**src/rtl/exec_writeback_unit_if.sv**
```systemverilog
// Issue and write-back bundle between the register file read ports, the
// execute stage and the register file write port.
interface exec_writeback_unit_if #(
   parameter int WIDTH = 32,
   parameter int SEL_W = 3
);
   logic [WIDTH-1:0] op_a;
   logic [WIDTH-1:0] op_b;
   logic [2:0]       opcode;
   logic [SEL_W-1:0] dest;
   logic             valid_in;
   logic             ready_in;
   logic [WIDTH-1:0] wb_data;
   logic [SEL_W-1:0] wb_sel;
   logic             wb_we;
   logic             zero;
   logic             illegal_op;

   modport master (
      output op_a, op_b, opcode, dest, valid_in,
      input  ready_in, wb_data, wb_sel, wb_we, zero, illegal_op
   );

   modport slave (
      input  op_a, op_b, opcode, dest, valid_in,
      output ready_in, wb_data, wb_sel, wb_we, zero, illegal_op
   );
endinterface

```
**src/rtl/exec_writeback_unit.sv**
```systemverilog
// Execute/write-back stage: single-cycle ALU plus an iterative shift-add multiplier.
// Optional multiplier enabled by defining EXEC_MUL_EN; otherwise opcode 111 flags illegal_op.
module exec_writeback_unit #(
   parameter int WIDTH = 32,
   parameter int SEL_W = 3,
   parameter int SH_W  = 5
) (
   input logic                 clk,
   input logic                 reset,
   exec_writeback_unit_if.slave bus
);

   typedef enum logic [1:0] {IDLE, MUL, WB} state_t;

   state_t           state;
   logic             accept;
   logic [WIDTH-1:0] alu_result;
   logic [WIDTH-1:0] wb_data_q;
   logic [SEL_W-1:0] wb_sel_q;
   logic             wb_we_q;
   logic             zero_q;
   logic             illegal_q;
   logic             ready_q;

`ifdef EXEC_MUL_EN
   logic [WIDTH-1:0] mcand;
   logic [WIDTH-1:0] mplier;
   logic [WIDTH-1:0] acc;
   logic [WIDTH-1:0] acc_next;
   logic [SH_W-1:0]  cnt;
   logic [SEL_W-1:0] dest_q;

   assign acc_next = mcand[0] ? (acc + mplier) : acc;
`endif

   assign accept = bus.valid_in && ready_q;

   // Single-cycle results are computed straight from the read ports so they
   // land in the write-back registers on the accepting edge.
   always_comb begin
      alu_result = '0;
      case (bus.opcode)
         3'b000: alu_result = bus.op_a + bus.op_b;
         3'b001: alu_result = bus.op_a - bus.op_b;
         3'b010: alu_result = bus.op_a & bus.op_b;
         3'b011: alu_result = bus.op_a | bus.op_b;
         3'b100: alu_result = bus.op_a ^ bus.op_b;
         3'b101: alu_result = {{(WIDTH-1){1'b0}}, ($signed(bus.op_a) < $signed(bus.op_b))};
         3'b110: alu_result = bus.op_a << bus.op_b[SH_W-1:0];
         default: alu_result = '0;
      endcase
   end

   // Control FSM with registered write-port outputs; ready is high only in IDLE.
   always_ff @(posedge clk) begin
      if (reset) begin
         state     <= IDLE;
         wb_data_q <= '0;
         wb_sel_q  <= '0;
         wb_we_q   <= 1'b0;
         zero_q    <= 1'b0;
         illegal_q <= 1'b0;
         ready_q   <= 1'b1;
`ifdef EXEC_MUL_EN
         mcand     <= '0;
         mplier    <= '0;
         acc       <= '0;
         cnt       <= '0;
         dest_q    <= '0;
`endif
      end else begin
         case (state)
            IDLE: begin
               if (accept) begin
                  ready_q <= 1'b0;
                  if (bus.opcode == 3'b111) begin
`ifdef EXEC_MUL_EN
                     mcand  <= bus.op_a;
                     mplier <= bus.op_b;
                     acc    <= '0;
                     cnt    <= '0;
                     dest_q <= bus.dest;
                     state  <= MUL;
`else
                     illegal_q <= 1'b1;
                     state     <= WB;
`endif
                  end else begin
                     wb_data_q <= alu_result;
                     wb_sel_q  <= bus.dest;
                     zero_q    <= (alu_result == '0);
                     wb_we_q   <= 1'b1;
                     state     <= WB;
                  end
               end
            end
            MUL: begin
`ifdef EXEC_MUL_EN
               // Fixed WIDTH iterations, no early exit on a zero operand.
               acc    <= acc_next;
               mcand  <= mcand >> 1;
               mplier <= mplier << 1;
               cnt    <= cnt + 1'b1;
               if (cnt == SH_W'(WIDTH-1)) begin
                  wb_data_q <= acc_next;
                  wb_sel_q  <= dest_q;
                  zero_q    <= (acc_next == '0);
                  wb_we_q   <= 1'b1;
                  state     <= WB;
               end
`else
               state   <= IDLE;
               ready_q <= 1'b1;
`endif
            end
            WB: begin
               wb_we_q   <= 1'b0;
               illegal_q <= 1'b0;
               ready_q   <= 1'b1;
               state     <= IDLE;
            end
            default: begin
               state   <= IDLE;
               ready_q <= 1'b1;
            end
         endcase
      end
   end

   assign bus.ready_in   = ready_q;
   assign bus.wb_data    = wb_data_q;
   assign bus.wb_sel     = wb_sel_q;
   assign bus.wb_we      = wb_we_q;
   assign bus.zero       = zero_q;
   assign bus.illegal_op = illegal_q;

endmodule

```
**src/flat_wrapper.sv**
```systemverilog
// flat-port wrapper written by rule: the top's interface ports become plain ports
module exec_writeback_unit_flat 
#(
   parameter int WIDTH = 32,
   parameter int SEL_W = 3,
   parameter int SH_W  = 5
)
  (clk, reset, bus_op_a, bus_op_b, bus_opcode, bus_dest, bus_valid_in, bus_ready_in, bus_wb_data, bus_wb_sel, bus_wb_we, bus_zero, bus_illegal_op);
  exec_writeback_unit_if #(.WIDTH(WIDTH), .SEL_W(SEL_W)) bus_i ();
  input logic clk;
  input logic reset;
  input wire logic [$bits(bus_i.op_a)-1:0] bus_op_a;
  input wire logic [$bits(bus_i.op_b)-1:0] bus_op_b;
  input wire logic [$bits(bus_i.opcode)-1:0] bus_opcode;
  input wire logic [$bits(bus_i.dest)-1:0] bus_dest;
  input wire logic [$bits(bus_i.valid_in)-1:0] bus_valid_in;
  output wire logic [$bits(bus_i.ready_in)-1:0] bus_ready_in;
  output wire logic [$bits(bus_i.wb_data)-1:0] bus_wb_data;
  output wire logic [$bits(bus_i.wb_sel)-1:0] bus_wb_sel;
  output wire logic [$bits(bus_i.wb_we)-1:0] bus_wb_we;
  output wire logic [$bits(bus_i.zero)-1:0] bus_zero;
  output wire logic [$bits(bus_i.illegal_op)-1:0] bus_illegal_op;
  assign bus_i.op_a = bus_op_a;
  assign bus_i.op_b = bus_op_b;
  assign bus_i.opcode = bus_opcode;
  assign bus_i.dest = bus_dest;
  assign bus_i.valid_in = bus_valid_in;
  assign bus_ready_in = bus_i.ready_in;
  assign bus_wb_data = bus_i.wb_data;
  assign bus_wb_sel = bus_i.wb_sel;
  assign bus_wb_we = bus_i.wb_we;
  assign bus_zero = bus_i.zero;
  assign bus_illegal_op = bus_i.illegal_op;
  exec_writeback_unit #(.WIDTH(WIDTH), .SEL_W(SEL_W), .SH_W(SH_W)) u_core (.clk(clk), .reset(reset), .bus(bus_i));
endmodule
```
**config.mk**
```make
export PLATFORM = sky130hd
export DESIGN_NAME = exec_writeback_unit_flat
export DESIGN_NICKNAME = d
export VERILOG_FILES = /design/src/rtl/exec_writeback_unit_if.sv /design/src/rtl/exec_writeback_unit.sv /design/src/flat_wrapper.sv
export SDC_FILE = /design/constraint.sdc
export NUM_CORES = 1
export LEC_CHECK = 0
export ABC_AREA = 0
export ABC_CLOCK_PERIOD_IN_PS = 4450
export CORE_ASPECT_RATIO = 1.5
export CORE_UTILIZATION = 53
export DETAILED_ROUTE_END_ITERATION = 8
export PLACE_DENSITY = 0.82
export SLEW_MARGIN = 20
export SYNTH_ARGS = -nofsm -noshare
export SYNTH_HDL_FRONTEND = slang
export SYNTH_SLANG_ARGS = --single-unit
```
**constraint.sdc**
```tcl
create_clock -name clk -period 4.45 [get_ports clk]
set_clock_uncertainty 0.1 [all_clocks]
set_input_delay 0.89 -clock clk [delete_from_list [all_inputs] [get_ports clk]]
set_output_delay 0.89 -clock clk [all_outputs]
set_load 0.005 [all_outputs]
```
==> results.yml, run 1 <==
sta:
  min_period_over_period_pct: 102.1
  maxSlewHeadroom_pct: 18.55
  setup_violations: 2
  hold_violations: 0
  fin_crit_ns: 4.545
  fmax_mhz: 220.0
  tightest_slew_ns: 1.209
  finalSetupTns_ns: -0.1340
  drv_slew: 0
  setup_slack_ns: -0.09497
pwr:
  switching_share_pct: 43.02
  p_comb_share_pct: 67.9
  internal_power_w: 0.001475
  pwr-share-seq_pct: 15.8
  powerDensity_mw_per_mm2: 199.2
  p_leak_nw: 5.732
  p_clk_share_pct: 16.3
  peakVddDrop_uv: 290.4
  power.switching_w: 0.001114
cts:
  cts.sinks: 40
  clk_pin_slew_worst_paths_ns: 0.06
  clock_path_buffers: 2
  cts_tree: "done"
  numCtsBuffers: 5
  cts_max_level: 2
  cts_root_buffer: "clkbuf_16"
  clock_latency_ns: 0.28
synthesis:
  ys_seq_area_share_pct: 8.977
  yosysTopAreaCell: "ha_1"
  synthesis.area_mm2: 0.008920
  synth_edf_count: 0
  post_synth_num_cell_types: 96
  synth-seq-cells: 40
  synth_fp_nets: 1413
  synthCells: 1229
  synthArstFlopShare_pct: 0
  synth_commonest_cells: "a21oi_1, ha_1, nand2_1"
  yosysWarnings: 0
  synth.area.top_cells: "ha_1, dfxtp_1, mux4_2"
  syn_avg_cell_area_um2: 7.258
  synth_top_flop_cell: "dfxtp_1"
  yosysTopAreaCellShare_pct: 15.29
grt:
  grt_pass1_wl_mm: 62.46
  grt_pass1_vias: 11610
  antenna_found_initial: 2
  gr-total-overflow: 0
  track_usage_pct: 46.98
  grt_max_degree: 57
placement:
  placed_cell_area_mm2: 0.01217
  io_buffers: 111
  hpwl_mm: 32.42
  finalWeightedCongestion: 1.035
routing:
  vias: 12200
  dr.first_iter.drc_count: 1639
  wire_per_inst_um: 24.26
  route.detailed.drc: 0
  first_pass_iters: 6
  routed_wl_mm: 43.17
  via_per_inst: 6.859
  ant_nets: 0
setup_path:
  endpoint_kind: "register"
  cp-startpoint: "bus_op_b[14]"
  r2r_start: "u_core.bus.ready_in"
  cp-start-kind: "primary input"
  cp.arrival_ns: 4.61
  required_ns: 4.52
  critPathMaxFanout: 9
  path_class: "primary input to register"
final_layout:
  nets: 1754
  multi_input_area_mm2: 0.007830
  regArea_um2: 800.8
  area_delta_synth_final_pct: 45.73
  drive_gt1_share_pct: 30.24
  fin_area_mm2: 0.01300
  fin_util_pct: 79.59
  nFillCells: 1138
run:
  max_cap_viol_count: 0
die:
  dieWidth_um: 107.9
  coreArea_mm2: 0.01633
  dieHeight_um: 160.9
  initial_core_util_pct: 54.62
  rows: 57
  io_pins: 112
  die_area_mm2: 0.01736
status:
  violations: "setup timing"
  status: "finished with violations"
hold_path:
  min-delay-start: "u_core.bus.wb_sel[0]"
  hp-class: "register to register"
[area by class of cell]
| type | count | share of cell area (%) |
|---|---|---|
| multi-input cells | 994 | 60.24 |
| diodes | 2 | 0.03850 |
| well taps | 206 | 1.983 |
| clock inverters | 2 | 0.2984 |
| inverters | 104 | 3.042 |
| flip-flops and latches | 40 | 6.160 |
| repair buffers | 425 | 27.17 |
| clock buffers | 6 | 1.068 |
[flip-flops by register name, summed over array words and instances, names as in the netlist]
register and flops:
u_core.state 1, u_core.bus.illegal_op 1, u_core.bus.wb_we 1, u_core.bus.wb_data 32
u_core.bus.ready_in 1, u_core.bus.wb_sel 3, u_core.bus.zero 1
[per-stage QoR]
| step | instances | hold slack (ns) | power (W) | setup WS, ns |
|---|---|---|---|---|
| 3_3_place_gp | 1754 | 0.3413 | 0.001955 | -0.4113 |
| 2_1_floorplan | 1229 | 0.3527 | 0.001209 | 0.04105 |
| 3_5_place_dp | 1754 | 0.3517 | 0.001976 | -0.4753 |
| 4_1_cts | 1764 | 0.3597 | 0.002425 | 0.0008002 |
| 6_report | 1779 | 0.3547 | 0.002589 | -0.09497 |
| 5_1_grt | 1779 | 0.3796 | 0.002688 | -0.1014 |
[worst max-delay path, cell delays in order]
cell,delay (ns)
clkdlybuf4s50_1,0.49
inv_1,0.07
ha_1,0.33
buf_6,0.16
inv_2,0.07
a21oi_4,0.18
o311ai_4,0.12
buf_4,0.17
nor4_4,0.33
buf_4,0.19
nor4_1,0.05
nor2_1,0.13
buf_4,0.16
a21oi_2,0.08
a311oi_1,0.35
buf_4,0.23
xnor2_1,0.10
o221a_2,0.29
a32o_1,0.20
[path summary, 6_finish.rpt]
kind                                             end  cells after the start  slack [ns]
worst min register to register  u_core.bus.wb_sel[0]                      2        0.35
worst max register to register       u_core.bus.zero                      9        1.82
worst min-delay path            u_core.bus.wb_sel[0]                      2        0.35
worst max-delay path                 u_core.bus.zero                     19       -0.09
[power by group through the flow]
| stage | registers [W] | clock network (W) | logic [W] |
|---|---|---|---|
| 2_1_floorplan | 0.000413 | 0 | 0.000795 |
| 3_3_place_gp | 0.000413 | 0 | 0.00154 |
| 3_5_place_dp | 0.000414 | 0 | 0.00156 |
| 4_1_cts | 0.000407 | 0.000422 | 0.00160 |
| 5_1_grt | 0.000411 | 0.000438 | 0.00184 |
| 6_report | 0.000408 | 0.000423 | 0.00176 |
[routing by layer]
layer	GRT usage [%]	share of wire, %	vias to the layer above	wire, um
met5	0	0	-	0
met4	36.80	11	0	4575
met3	11.40	10	354	4481
met2	79.46	46	974	20060
met1	49.05	33	5573	14050
li1	-	-	5301	-
[layout by cell type, fill, tap and decap left out, types with 23 or more instances in the layout]
cell type,Yosys,layout
nor2_1,104,101
ha_1,109,93
inv_1,99,87
a22oi_1,30,30
mux2i_1,23,23
clkdlybuf4s50_1,0,97
o21ai_0,58,55
nand2_1,106,105
nand3_1,25,25
buf_4,3,305
a211oi_1,44,41
mux4_2,26,26
a21oi_1,109,101
dfxtp_1,40,40
nor3_1,39,35
[kinds of logic (layout without fill, tap and decap cells)]
family / count (synthesis) / count (layout) / share of synthesized area, %
AOI/OAI and AO/OA: 438 / 438 / 34.51
and+or+nand+nor: 371 / 371 / 20.03
buffers and inverters: 195 / 537 / 8.893
adders and majority gates: 111 / 111 / 15.74
muxes: 58 / 58 / 10.28
DFF: 40 / 40 / 8.977
xor gates and xnor gates: 16 / 16 / 1.571
other: 0 / 2 / 0
[timing repair]
action | in CTS | in global routing
gates resized for setup | 20 | 99
hold buffers | 0 | 0
setup endpoints to repair | 1 | 4
pin swaps | 4 | 34
buffers inserted | 2 | 13
Note: power is estimated with default switching activity, not from simulation.
==> run 2, diff against run 1 <==
- SLEW_MARGIN: 20 -> not set
==> results of run 2 <==
Final layout, timing and power as in run 1 (identical DEF).
==> run 3, diff against run 2 <==
- ABC_CLOCK_PERIOD_IN_PS: 4450 -> 4200
- CORE_UTILIZATION: 53 -> 54
- CTS_CLUSTER_SIZE: not set -> 16
- PLACE_DENSITY: 0.82 -> 0.8
- clock period: 4.45 -> 4.2 ns (I/O delays scaled with it)
==> run 3 against run 2 <==
Against the previous run: the flow now stops in 5_1_grt; synthesized cell count unchanged; area after synthesis unchanged.
==> results.yml, run 3 <==
status:
  status: "aborted with a tool error"
  stop_stage: "5_1_grt"
  stop_error: "[ERROR GRT-0232] Routing congestion too high. Check the congestion heatmap in the GUI."
synthesis:
  syn_avg_cell_area_um2: 7.258
  yosysTopAreaCell: "ha_1"
  synth-xor-area-share_pct: 1.571
  synth_fp_nets: 1413
  synthMuxAreaShare_pct: 10.28
  synth_edf_count: 0
  synthCells: 1229
  synthesis.area_mm2: 0.008920
  ys_seq_area_share_pct: 8.977
  synth_compound_area_share_pct: 34.51
  synthArstFlopShare_pct: 0
  synth-simple-area-share_pct: 20.03
  synth_commonest_cells: "a21oi_1, ha_1, nand2_1"
  post_synth_num_cell_types: 96
  synth.area.top_cells: "ha_1, dfxtp_1, mux4_2"
  synth_top_family_by_area: "compound AO/OA/AOI/OAI gates"
  synth_fa_ha_area_share_pct: 15.74
  yosysTopAreaCellShare_pct: 15.29
  synth_top_flop_cell: "dfxtp_1"
  synth-seq-cells: 40
  yosysWarnings: 0
die:
  rows: 57
  initial_core_util_pct: 55.10
  io_pins: 112
  dieWidth_um: 106.9
  dieHeight_um: 159.4
cts:
  cts_max_level: 2
  postCtsHoldBufs: 0
  cts.sinks: 40
  cts_root_buffer: "clkbuf_16"
  numCtsBuffers: 5
  clock_path_buffers: 2
grt:
  gr-total-overflow: 1
  grt_max_degree: 57
  track_usage_pct: 57.77
  antenna_found_initial: 2
placement:
  hpwl_mm: 32.97
  finalWeightedCongestion: 1.078
  placed_cell_area_mm2: 0.01258
  io_buffers: 111
sta:
  worst_endpoint: "u_core.bus.zero$_SDFFE_PP0P_/D"
  worstEndpointType: "sequential cell input"
run 3: cell counts after synthesis:
Identical to the previous run, type by type.
run 3: timing repair:
action	4_1_cts
setup endpoints to repair	7
buffers inserted	29
resized for setup	144
pin swaps	49
run 3: routing by layer:
metal / global-route usage, % / GRT overflow
met2: 87.39 / 0
met5: 0 / 0
met1: 59.12 / 0
met4: 55.79 / 1
met3: 23.50 / 0
run 3: stage by stage:
step                worst slack (ns)  instances  hold slack, ns
floorplan                    0.02066       1229          0.3527
global placement             -0.7773       1805          0.3410
detailed placement           -0.8632       1805          0.3465
CTS                         0.003115       1841          0.3563
run 3: cell families after synthesis:
kind of cell,count (synthesis)
flip-flops,40
buffers and inverters,195
AND/OR/NAND/NOR,371
XOR/XNOR,16
adder cells (fa/ha/maj),111
multiplexers,58
AO/OA/AOI/OAI,438
==> run 4, diff against run 3 <==
- CORE_ASPECT_RATIO: 1.5 -> not set
- CORE_UTILIZATION: 54 -> 39
- CTS_CLUSTER_SIZE: 16 -> not set
- PLACE_DENSITY: 0.8 -> not set
- PLACE_DENSITY_LB_ADDON: not set -> 0.15
==> run 4 against run 3 <==
Against the previous run: the flow now finishes without violations.
==> results.yml, run 4 (synthesized netlist as in run 1, its figures left out) <==
final_layout:
  final_common_cell: "buf_4"
  area_delta_synth_final_pct: 55.55
  nFillCells: 2034
  fin_area_mm2: 0.01387
  final_cell_mix: "buf_4, nand2_1, nor2_1, a21oi_1, ha_1"
  nets: 1829
  fin_cells: 1926
  largest_reg_flops: 32
  num_antenna_cells: 0
  drive_gt1_share_pct: 35.66
routing:
  wl_met2_mm: 19.14
  routed_wl_mm: 42.47
  vias: 11590
  drt-met1-wl_mm: 18.55
  route.detailed.drc: 0
  via_per_inst: 6.017
  wire_per_inst_um: 22.05
  dr.first_iter.drc_count: 1168
  first_pass_iters: 5
  routed.top_layer: "met4"
  ant_nets: 0
  dr_wl_met3_mm: 3.278
grt:
  grt_pass1_wl_mm: 64.40
  gr-total-overflow: 0
  track_usage_pct: 35.33
  antenna_found_initial: 0
  grt_pass1_vias: 11030
  grt_max_degree: 57
setup_path:
  required_ns: 4.33
  endpoint_kind: "register"
  cp.arrival_ns: 4.26
  cp-start-kind: "primary input"
  path_class: "primary input to register"
  critPathMaxFanout: 5
placement:
  finalWeightedCongestion: 1.027
  hpwl_mm: 34.32
  place_inst: 1891
  io_buffers: 111
  placed_cell_area_mm2: 0.01275
cts:
  numCtsBuffers: 5
  clk_pin_slew_worst_paths_ns: 0.06
  postCtsHoldBufs: 0
  cts_tree: "done"
  cts_root_buffer: "clkbuf_16"
  clock_path_buffers: 2
  cts.sinks: 40
  clock_latency_ns: 0.28
  cts_max_level: 2
pwr:
  peakVddDrop_uv: 195.9
  powerDensity_mw_per_mm2: 198.2
  p_leak_nw: 6.210
die:
  dieHeight_um: 153.2
  dieWidth_um: 153.2
  initial_core_util_pct: 40.37
  rows: 54
  coreArea_mm2: 0.02209
  io_pins: 112
  die_area_mm2: 0.02348
sta:
  fin_crit_ns: 4.128
  min_period_over_period_pct: 98.29
  hold_violations: 0
  setup_violations: 0
  drv_slew: 0
  fmax_mhz: 242.2
  maxSlewHeadroom_pct: 43.36
  tightest_slew_ns: 0.8424
hold_path:
  hp-class: "register to register"
status:
  status: "completed"
run:
  max_cap_viol_count: 0
-- run 4: path summary, 6_finish.rpt --
kind | depth (start not counted) | endpoint | startpoint | slack [ns]
setup / recovery | 14 | u_core.bus.zero | bus_op_a[11] | 0.07
hold / removal | 2 | u_core.bus.wb_data[28] | u_core.bus.wb_data[28] | 0.35
setup reg to reg | 10 | u_core.bus.zero | u_core.bus.ready_in | 1.61
hold reg to reg | 2 | u_core.bus.wb_data[28] | u_core.bus.wb_data[28] | 0.35
-- run 4: metrics by stage --
step                hold slack (ns)  total power [W]  util (%)  TNS (ns)  worst slack, ns
floorplan                    0.3527         0.001282         -         0          0.02066
detailed placement           0.3465         0.002171     57.72    -3.670          -0.6723
finish                       0.3523         0.002750     62.80         0          0.07192
CTS                          0.3543         0.002617     59.88         0         0.006686
global placement             0.3409         0.002166     57.72    -2.790          -0.6078
global route                 0.3707         0.002911     62.80  -0.01347         -0.01347
-- run 4: what timing repair did --
action / 4_1_cts / 5_1_grt
setup buffers: 6 / 23
endpoints found under the hold margin: 0 / 0
endpoints found under the setup margin: 4 / 6
pin swaps: 27 / 55
resized for setup: 60 / 124
cloned: 0 / 0
-- run 4: final cells by class --
class	count	area (um2)	area share [%]
flip-flops and latches	40	800.8	5.771
multi-input cells	994	8031	57.89
well taps	280	350.3	2.525
inverters	104	397.9	2.868
repair buffers	500	4145	29.88
clock buffers	6	138.9	1.001
clock inverters	2	10.01	0.07214
-- run 4: power breakdown --
group	internal, W	switching (W)
clock network	0.000234	0.000144
logic	0.000932	0.00101
registers	0.000412	0.0000170
total	0.00158	0.00117
-- run 4: worst max-delay path, stage by stage --
cell and delay (ns):
clkdlybuf4s50_1 0.48, inv_1 0.08, ha_4 0.26, buf_4 0.13, nor4_2 0.28, buf_4 0.18
o221ai_2 0.14, o21a_4 0.26, o311a_1 0.31, or4_4 0.51, a31o_4 0.25, a2111oi_2 0.18
and4b_1 0.23, a32o_1 0.11
-- run 4: layer usage --
layer,up-vias,global-route usage [%]
li1,5443,-
met3,88,3.601
met1,5482,48.23
met4,0,11.98
met5,-,0
met2,575,57.82
